$ cat config.mk
export PLATFORM = sky130hd
export DESIGN_NAME = fetch_stage
export DESIGN_NICKNAME = d
export VERILOG_FILES = /design/src/rtl/fetch_stage.sv
export SDC_FILE = /design/constraint.sdc
export NUM_CORES = 1
export LEC_CHECK = 0
export CAP_MARGIN = 10
export CELL_PAD_IN_SITES_DETAIL_PLACEMENT = 0
export CELL_PAD_IN_SITES_GLOBAL_PLACEMENT = 1
export CORE_ASPECT_RATIO = 1.75
export CORE_MARGIN = 4
export CORE_UTILIZATION = 26
export DETAILED_ROUTE_END_ITERATION = 7
export MAX_ROUTING_LAYER = met4
export PLACE_DENSITY = 0.89
export SETUP_SLACK_MARGIN = 0.02
export SLEW_MARGIN = 20
export SYNTH_ARGS = -nofsm -noshare
export SYNTH_HDL_FRONTEND = slang
export SYNTH_SLANG_ARGS = --single-unit
$ cat constraint.sdc
create_clock -name clk -period 2.1 [get_ports clk]
set_clock_uncertainty 0.05 [all_clocks]
set_input_delay 0.315 -clock clk [delete_from_list [all_inputs] [get_ports clk]]
set_output_delay 0.315 -clock clk [all_outputs]
set_load 0.05 [all_outputs]
$ cat src/rtl/fetch_stage.sv
// Instruction fetch: one outstanding 64-bit read at a time, valid/ready hand-off to decode, PC redirect.
// Optional statistics counters are enabled by defining FETCH_STATS_EN.
module fetch_stage #(
    parameter int unsigned              CORE_ID  = 0,
    parameter int unsigned              ADDR_W   = 21,
    parameter logic [ADDR_W-1:0]        RESET_PC = '0,
    parameter int unsigned              INSN_W   = 64
) (
    input  logic                clk,
    input  logic                rst,
    output logic                mem_req_valid,
    output logic [ADDR_W-1:0]   mem_req_addr,
    output logic [7:0]          mem_req_core_id,
    input  logic                mem_req_ready,
    input  logic                mem_rsp_valid,
    input  logic [INSN_W-1:0]   mem_rsp_data,
    output logic                dec_valid,
    output logic [INSN_W-1:0]   dec_insn,
    output logic [ADDR_W-1:0]   dec_pc,
    input  logic                dec_ready,
    input  logic                redirect_valid,
    input  logic [ADDR_W-1:0]   redirect_pc,
    output logic [31:0]         stat_wait_cycles,
    output logic [31:0]         stat_fetched
);

    localparam int unsigned STRIDE = INSN_W / 8;

    typedef enum logic [1:0] {
        REQ   = 2'd0,
        WAIT  = 2'd1,
        HOLD  = 2'd2,
        DRAIN = 2'd3
    } state_t;

    state_t              state;
    logic [ADDR_W-1:0]   pc;
    logic [ADDR_W-1:0]   redirect_aligned;

    assign redirect_aligned = redirect_pc & ~ADDR_W'(STRIDE - 1);

    assign mem_req_valid   = (state == REQ) && !rst;
    assign mem_req_addr    = pc;
    assign mem_req_core_id = 8'(CORE_ID);

    // Fetch FSM; redirect has priority over every other transition
    always_ff @(posedge clk) begin
        if (rst) begin
            state     <= REQ;
            pc        <= RESET_PC;
            dec_valid <= 1'b0;
            dec_insn  <= '0;
            dec_pc    <= '0;
        end else if (redirect_valid) begin
            pc        <= redirect_aligned;
            dec_valid <= 1'b0;
            case (state)
                REQ:   state <= mem_req_ready ? DRAIN : REQ;
                HOLD:  state <= REQ;
                // A response landing with the redirect is the stale one; nothing left to drain
                WAIT:  state <= mem_rsp_valid ? REQ : DRAIN;
                DRAIN: state <= mem_rsp_valid ? REQ : DRAIN;
                default: state <= REQ;
            endcase
        end else begin
            case (state)
                REQ: begin
                    if (mem_req_ready) begin
                        state <= WAIT;
                    end
                end
                WAIT: begin
                    if (mem_rsp_valid) begin
                        dec_insn  <= mem_rsp_data;
                        dec_pc    <= pc;
                        dec_valid <= 1'b1;
                        pc        <= pc + ADDR_W'(STRIDE);
                        state     <= HOLD;
                    end
                end
                HOLD: begin
                    if (dec_valid && dec_ready) begin
                        dec_valid <= 1'b0;
                        state     <= REQ;
                    end
                end
                DRAIN: begin
                    if (mem_rsp_valid) begin
                        state <= REQ;
                    end
                end
                default: state <= REQ;
            endcase
        end
    end

`ifdef FETCH_STATS_EN
    // Memory-wait cycles and accepted instructions, both free-running with wrap
    always_ff @(posedge clk) begin
        if (rst) begin
            stat_wait_cycles <= '0;
            stat_fetched     <= '0;
        end else begin
            if (state == WAIT || state == DRAIN) begin
                stat_wait_cycles <= stat_wait_cycles + 32'd1;
            end
            if (state == HOLD && dec_valid && dec_ready && !redirect_valid) begin
                stat_fetched <= stat_fetched + 32'd1;
            end
        end
    end
`else
    assign stat_wait_cycles = '0;
    assign stat_fetched     = '0;
`endif

endmodule

=== Word-level counts from Yosys, hierarchy flattened ===
Cells that the tools add are included.

* Bits in registers: 109
* Input port bits: 91
* Output and inout port bits: 180
* Word-level logic and storage cells: 46

* Add/subtract/negate cells: 1
* Equality and inequality tests: 9
* Multiplexer cells: 15
* Bitwise logic cells: 1
* Reduce and logical (&&, ||, !) cells: 14

{| class="wikitable"
|+ Operator list
! operator !! number
|-
| 21-bit 2-to-1 mux || 3
|-
| 21-bit by 4-bit adder with 21-bit output, second input constant || 1
|-
| 2-bit 2-to-1 mux || 7
|-
| 3-bit inequality test, second input constant || 4
|-
| 2-bit one-hot mux with 4 select lines || 1
|-
| 2-bit one-hot mux with 3 select lines || 1
|-
| 3-bit AND reduction || 2
|-
| 2-bit nonzero test || 3
|-
| 2-bit == test, second input constant || 2
|-
| 2-bit inequality test, second input constant || 2
|-
| 2-bit AND reduction || 2
|-
| 4-bit AND reduction || 1
|-
| 2-bit OR reduction || 2
|-
| 2-bit by 1-bit == test with 1-bit output, second input constant || 1
|-
| 1-bit logical AND || 2
|-
| 2-bit zero test || 1
|-
| 1-bit 2-to-1 mux || 2
|-
| 1-bit one-hot mux with 2 select lines || 1
|-
| 1-bit zero test || 1
|-
| 1-bit NOT || 1
|}

=== Logic depth before layout (Yosys ltp) ===
Gate-level depths: netlist of the first run.

* Depth after elaboration: 4
* Gate-level depth with buffers: 7
* Mapped depth without buffers: 5

=== Worst setup path before layout of the first run ===
OpenSTA, ideal clock, no wires.

* Path kind: reg-to-reg
* From: register pc[3], in the netlist mem_req_addr[3]
* To: register pc[19], in the netlist mem_req_addr[19]
* Library setup time: 0.091 ns
* Data arrival time: 2.196 ns
* Data required time: 1.959 ns
* Setup slack: -0.237 ns
* Stages on the path, launching flop included: 6
* Buffers on the path: 0
* Clock period less this slack: 2.337 ns
* Cell sequence: dfxtp_1 ha_1 nand2_1 or4_1 or3_1 a311oi_1

* Longest elaborated chain between the ends: 4

{| class="wikitable"
|+ RTL lines
! element !! RTL line !! RTL
|-
| start: declaration || 37 || <nowiki>logic [ADDR_W-1:0] pc;</nowiki>
|-
| start signal: assignment || 55 || <nowiki>pc <= redirect_aligned;</nowiki>
|-
| start signal: assignment || 77 || <nowiki>pc <= pc + ADDR_W'(STRIDE);</nowiki>
|-
| 21-bit by 4-bit adder with 21-bit output || 77 ||
|-
| 21-bit 2-to-1 mux || 73 || <nowiki>if (mem_rsp_valid) begin</nowiki>
|-
| 21-bit 2-to-1 mux || 66 || <nowiki>case (state)</nowiki>
|-
| 21-bit 2-to-1 mux || 54 || <nowiki>end else if (redirect_valid) begin</nowiki>
|}

No other way between the ends. The select of a mux whose other input is x is not followed.
A chain may end at the register's enable or synchronous reset.

=== Worst setup path after layout of the first run ===
* From: register pc[15], in the netlist mem_req_addr[15]
* To: output port mem_req_addr[15]

{| class="wikitable"
|+ RTL lines
! element !! RTL line !! RTL
|-
| end: declaration || 12 || <nowiki>output logic [ADDR_W-1:0] mem_req_addr,</nowiki>
|}

No word-level cell between the ends.

==> results of run 1 <==
[power groups by stage]
stage                     Sequential [mW]  Clock, mW  Combinational, mW
after floorplan                      2.30          0              0.590
after global placement               2.10          0               1.05
after detailed placement             2.11          0               1.05
after CTS                            2.06       1.75               1.05
after global routing                 2.07       1.82               1.10
final                                2.06       1.65               1.05
[worst paths after layout]
check	startpoint	end	slack (ps)	cells after the start
max	mem_req_addr[15]	mem_req_addr[15]	70	1
min	rst	state[0]	270	2
max reg2reg	mem_req_addr[4]	mem_req_addr[17]	140	5
min reg2reg	dec_insn[23]	dec_insn[23]	400	2
[state kept, by name (all words and copies together), names as in the netlist]
name	count
state	2
dec_valid	1
dec_pc	18
mem_req_addr	18
dec_insn	64
[final cells by class]
| cell class | count | area share |
|---|---|---|
| Antenna cell | 1 | 0.000363 |
| Clock buffer | 9 | 0.0327 |
| Clock inverter | 5 | 0.00853 |
| Inverter | 6 | 0.00327 |
| Multi-Input combinational cell | 433 | 0.295 |
| Sequential cell | 103 | 0.302 |
| Tap cell | 227 | 0.0412 |
| Timing Repair Buffer | 217 | 0.317 |
[layout by cell type, fill, tap and decap left out, types with 5 or more instances in the layout]
cell,instances
clkdlybuf4s50_1,185
nand2_1,175
dfxtp_1,92
a21oi_1,91
conb_1,78
buf_4,24
nor2_1,16
xnor2_1,12
a211oi_1,10
clkbuf_16,9
dfxtp_2,9
buf_12,7
nand3_1,6
or4_1,6
nor3_1,5
inv_1,5
[per-stage QoR]
step	area (um^2)	utilization	setup slack, ps
after floorplan	4850	-	53.3
after global placement	6600	0.387	-165
after detailed placement	6600	0.387	-146
after CTS	6880	0.404	45.2
after global routing	6890	0.405	24.8
final	6890	0.405	74.7
[metal layers]
| metal | wire length, um | global-route usage | vias up |
|---|---|---|---|
| li1 | - | - | 2117 |
| met1 | 5370 | 0.152 | 1909 |
| met2 | 7470 | 0.257 | 187 |
| met3 | 1040 | 0.0254 | 14 |
| met4 | 329 | 0.0556 | 0 |
| met5 | 0 | - | - |
[cells by family (layout without fill, tap and decap cells)]
| group | count (synthesis) | after routing | share of synthesized area |
|---|---|---|---|
| other | 1 | 79 | 0.000826 |
| flip-flops | 103 | 103 | 0.454 |
| AO/OA/AOI/OAI | 115 | 115 | 0.140 |
| adder cells (fa/ha/maj) | 1 | 1 | 0.00276 |
| XOR/XNOR | 12 | 12 | 0.0232 |
| multiplexers | 1 | 1 | 0.00248 |
| buffers and inverters | 120 | 237 | 0.165 |
| AND/OR/NAND/NOR | 226 | 226 | 0.212 |
==> results.toml, run 1 <==
[floorplan]
io_pins = 271
dieHeight_um = 183
core.rowCount = 63
die_area_um2 = 19700
coreArea_um2 = 17000
initial_utilization = 0.267
die_w_um = 108

[pwr]
swShare = 0.315
share_seq_of_total_power = 0.433
p_total_mw = 4.76
p_per_area_nw_per_um2 = 691
pwr-share-comb = 0.221
power_leakage_nw = 2.46
ir_worst_vdd_mv = 0.331
p_sw_mw = 1.50
internal_power_mw = 3.26
power.share.clock = 0.347

[drt]
drt-wirelength-per-cell_um = 14.2
drt_first_pass_iters = 5
drc = 0
drtIter0Drc = 204
routed_wl_um = 14200
num_vias = 4227
viasPerCell = 4.22
drtAntennaViolNets = 0

[timing]
hold_ws_ps = 274
tns_ps = 0
hold_viol_final = 0
relSlewSlack = 0.636
fmax_ghz = 0.494
rsz0062_at_grt = "false"
slew_violations = 0
setup_viol = 0
finalCriticalPeriod_ps = 2030
worst_pin_slew_ps = 544
finalCritPeriodShare = 0.964

[global_routing]
grtUsageTotal = 0.142
grt_pass1_wl_um = 21100
grt_start_max_net_pins = 86
grt_pass1_vias = 3945
grt-ovfl-total = 0
antenna_found_initial = 1

[yosys]
synth.distinct_cells = 31
synth_ff_type = "dfxtp_1"
ys_seq_area_frac = 0.454
synth_area_um2 = 4540
ys_ff_latch = 103
synth_edf_count = 0
syn_area_per_cell_um2 = 7.84
yosys.area.top_type_share = 0.454
synth_most_common_cell = "nand2_1"
synth_area_leader_cell = "dfxtp_1"
synth_common_cells = "nand2_1 (175), dfxtp_1 (103), a21oi_1 (91)"
postSynth.asyncResetShare = 0
syn_inst = 579
ys_warn_count = 0
yosys-top-cells-area = "dfxtp_1 (45%), nand2_1 (14%), buf_4 (13%)"

[clock_tree]
clk_pin_slew_ps = 70
cts_tree = "done"
root_buffer = "clkbuf_16"
cts_resized = 0
clock_sinks = 103
htree_levels = 3
clk_latency_ps = 340
cts_max_path_buffers = 2
post-cts-setup-buffers = 0
postCtsHoldBufs = 0
numCtsBuffers = 9

[worst_setup_path]
critPathBufInv = 1
arrival_ps = 1660
worstPathMaxFanout = 6
cp_data_required_time_ps = 1740
cpLargestDelayFamily = "buffers and inverters"
worstSetupEndpointType = "primary output"
crit_chain = "clkdlybuf4s50_1"
slowest_delay_ps = 860
critPathLaunchType = "register"
slowest_stage = "clkdlybuf4s50_1"
path_class = "register to primary output"

[final_layout]
seq_area_um2 = 2080
area_delta_synth_final_pct = 51.9
drive_gt1_frac = 0.0815
multi_input_area_um2 = 2030
n_fill_cell = 1741
final_net_count = 862
instances_no_fill = 1001

[flow_run]
max_cap_viol_count = 0

[placement]
gp_congestion = 0.821
port_buffers = 189
dp.cells = 986
dp_hpwl_um = 10500

[status]
status = "finished, final reports clean"

[hold_path]
hold_path.class = "input pin to register"
No activity file was read; power rests on OpenSTA's default activity.
==> run 2: changes to the inputs <==
--- a/config.mk
+++ b/config.mk
@@ -5,6 +5,7 @@
 export SDC_FILE = /design/constraint.sdc
 export NUM_CORES = 1
 export LEC_CHECK = 0
+export ABC_AREA = 1
 export CAP_MARGIN = 10
 export CELL_PAD_IN_SITES_DETAIL_PLACEMENT = 0
 export CELL_PAD_IN_SITES_GLOBAL_PLACEMENT = 1
@@ -13,9 +14,8 @@
 export CORE_UTILIZATION = 26
 export DETAILED_ROUTE_END_ITERATION = 7
 export MAX_ROUTING_LAYER = met4
-export PLACE_DENSITY = 0.89
+export PLACE_DENSITY = 0.88
 export SETUP_SLACK_MARGIN = 0.02
-export SLEW_MARGIN = 20
 export SYNTH_ARGS = -nofsm -noshare
 export SYNTH_HDL_FRONTEND = slang
 export SYNTH_SLANG_ARGS = --single-unit
==> constraint.sdc (replaced) <==
create_clock -name clk -period 2.1 [get_ports clk]
set_clock_uncertainty 0.05 [all_clocks]
set_input_delay 0.42 -clock clk [delete_from_list [all_inputs] [get_ports clk]]
set_output_delay 0.42 -clock clk [all_outputs]
set_load 0.05 [all_outputs]
==> results.toml, run 2 <==
[status]
status = "finished, final reports clean"

[yosys]
syn_inst = 655
yosys.area.top_type_share = 0.431
ys_seq_area_frac = 0.431
synth_ff_type = "dfxtp_1"
syn_area_per_cell_um2 = 7.30
synth-simple-area-share = 0.237
synth.distinct_cells = 32
synth_edf_count = 0
synth.mux.area_fraction = 0
ys_warn_count = 0
yosys-top-cells-area = "dfxtp_1 (43%), nor2_1 (14%), buf_4 (13%)"
synth_compound_area_frac = 0.130
synth_area_um2 = 4780
synthXorXnorAreaFrac = 0.0110
synth_most_common_cell = "nor2_1"
ys_ff_latch = 103
synth_area_leader_cell = "dfxtp_1"
synthAdderAreaFrac = 0.00262
postSynth.asyncResetShare = 0
synth_top_family_by_area = "simple AND/OR/NAND/NOR gates"
synth_common_cells = "nor2_1 (184), dfxtp_1 (103), o21ai_0 (82)"

[timing]
fmax_ghz = 0.499
finalCriticalPeriod_ps = 2000
setup_viol = 0
slew_violations = 0
worst_pin_slew_ps = 577
fin_ws_ps = 96.3
relSlewSlack = 0.614
hold_ws_ps = 432
hold_viol_final = 0
tns_ps = 0
rsz0062_at_grt = "false"
finalCritPeriodShare = 0.954

[global_routing]
grt-ovfl-total = 0
grt_start_max_net_pins = 44
grtUsageTotal = 0.143
antenna_found_initial = 1
grt_pass1_wl_um = 23000
grt_pass1_vias = 4203

[placement]
dp_hpwl_um = 11400
port_buffers = 189
post_dp_cell_area_um2 = 6610
post-place-ws_ps = 49.8
gp_congestion = 0.806
dp.cells = 1063

[final_layout]
post-route-util = 0.382
largest_register_ffs = 64
largest_register = "dec_insn"
n_fill_cell = 1892
stdcell_area_um2 = 6900
instances_no_fill = 1080
final_net_count = 932
final_common_cell = "nor2_1"
drive_gt1_frac = 0.0805
layout_common_cells = "nor2_1 (184), clkdlybuf4s50_1 (161), dfxtp_1 (103)"
area_delta_synth_final_pct = 44.4

[drt]
routed_wl_um = 14900
drc = 0
drt_first_pass_iters = 4
drt-wirelength-per-cell_um = 13.8
viasPerCell = 4.11
drtAntennaViolNets = 0
num_vias = 4439
drtIter0Drc = 267

[pwr]
share_seq_of_total_power = 0.416
pwr-share-comb = 0.258
p_sw_mw = 1.71
p_per_area_nw_per_um2 = 737
power_leakage_nw = 2.82
p_total_mw = 5.09
power.share.clock = 0.327
swShare = 0.337
ir_worst_vdd_mv = 0.362
internal_power_mw = 3.37

[clock_tree]
numCtsBuffers = 9
htree_levels = 3
cts_resized = 2
cts_max_path_buffers = 2
cts_tree = "done"
clk_pin_slew_ps = 70
clk_latency_ps = 340
post-cts-setup-buffers = 0
postCtsHoldBufs = 0
clock_sinks = 103
root_buffer = "clkbuf_16"

[floorplan]
dieHeight_um = 187
die_w_um = 110
io_pins = 271
initial_utilization = 0.265
coreArea_um2 = 18100
core.rowCount = 65
die_area_um2 = 20700

[worst_setup_path]
worstSetupEndpointType = "primary output"
slowest_delay_ps = 860
critPathBufInv = 1
cp_data_required_time_ps = 1630
crit_chain = "clkdlybuf4s50_1"
path_class = "register to primary output"
slowest_stage = "clkdlybuf4s50_1"
worstPathMaxFanout = 2
critPathLaunchType = "register"
arrival_ps = 1530
cpLargestDelayFamily = "buffers and inverters"

[hold_path]
hold_path.class = "register to register"

[flow_run]
max_cap_viol_count = 0
-- run 2: changes by cell type after synthesis, sizes merged, moves of 10 or more --
| cell | before | now |
|---|---|---|
| nand2 | 175 | 68 |
| a21oi | 91 | 17 |
| xnor2 | 12 | 0 |
| o21ai | 4 | 89 |
| nor2 | 17 | 188 |
| buf | 79 | 91 |
| inv | 5 | 33 |
| nand3 | 6 | 16 |
| clkbuf | 35 | 19 |
-- run 2: kinds of logic (layout without fill, tap and decap cells) --
family,after synthesis,in the layout
buffers and inverters,145,258
XOR/XNOR,6,6
adder cells (fa/ha/maj),1,1
flip-flops,103,103
AO/OA/AOI/OAI,117,117
other,1,79
AND/OR/NAND/NOR,282,282
-- run 2: per-layer routing --
metal / part of all wire / GRT usage
met2: 0.52 / 0.252
met4: 0.028 / 0.0612
met3: 0.071 / 0.0353
met1: 0.38 / 0.150
met5: 0 / -
-- run 2: cell type report --
cell class / instances / area, um^2 / area share
Multi-Input combinational cell: 484 / 2110 / 0.305
Sequential cell: 103 / 2060 / 0.299
Timing Repair Buffer: 207 / 2010 / 0.291
Tap cell: 234 / 293 / 0.0424
Clock buffer: 11 / 233 / 0.0337
Inverter: 35 / 136 / 0.0198
Clock inverter: 5 / 58.8 / 0.00852
Antenna cell: 1 / 2.50 / 0.000363
-- run 2: power groups by stage --
stage	Sequential, mW	Clock [mW]	Combinational [mW]
2_1_floorplan	2.45	0	0.695
3_3_place_gp	2.16	0	1.31
3_5_place_dp	2.16	0	1.32
4_1_cts	2.11	1.74	1.32
5_1_grt	2.13	1.80	1.40
6_report	2.11	1.66	1.31
-- run 2: worst paths after layout --
| path | from | endpoint | slack (ps) | depth (start not counted) |
|---|---|---|---|---|
| hold / removal | dec_insn[41] | dec_insn[41] | 430 | 2 |
| hold reg to reg | dec_insn[41] | dec_insn[41] | 430 | 2 |
| setup reg to reg | mem_req_addr[4] | mem_req_addr[15] | 360 | 6 |
| setup / recovery | dec_insn[44] | dec_insn[44] | 100 | 1 |
-- run 2: worst min-delay path, cell delays in order (launching register included) --
cell and delay, ps:
dfxtp_1 320, nor2_1 40, nor2_1 80
==> run 3: changes to the inputs <==
--- a/config.mk
+++ b/config.mk
@@ -6,6 +6,7 @@
 export NUM_CORES = 1
 export LEC_CHECK = 0
 export ABC_AREA = 1
+export ABC_CLOCK_PERIOD_IN_PS = 2100
 export CAP_MARGIN = 10
 export CELL_PAD_IN_SITES_DETAIL_PLACEMENT = 0
 export CELL_PAD_IN_SITES_GLOBAL_PLACEMENT = 1
==> results of run 3 <==
The final DEF is identical to that of run 2; final timing and power are the same.
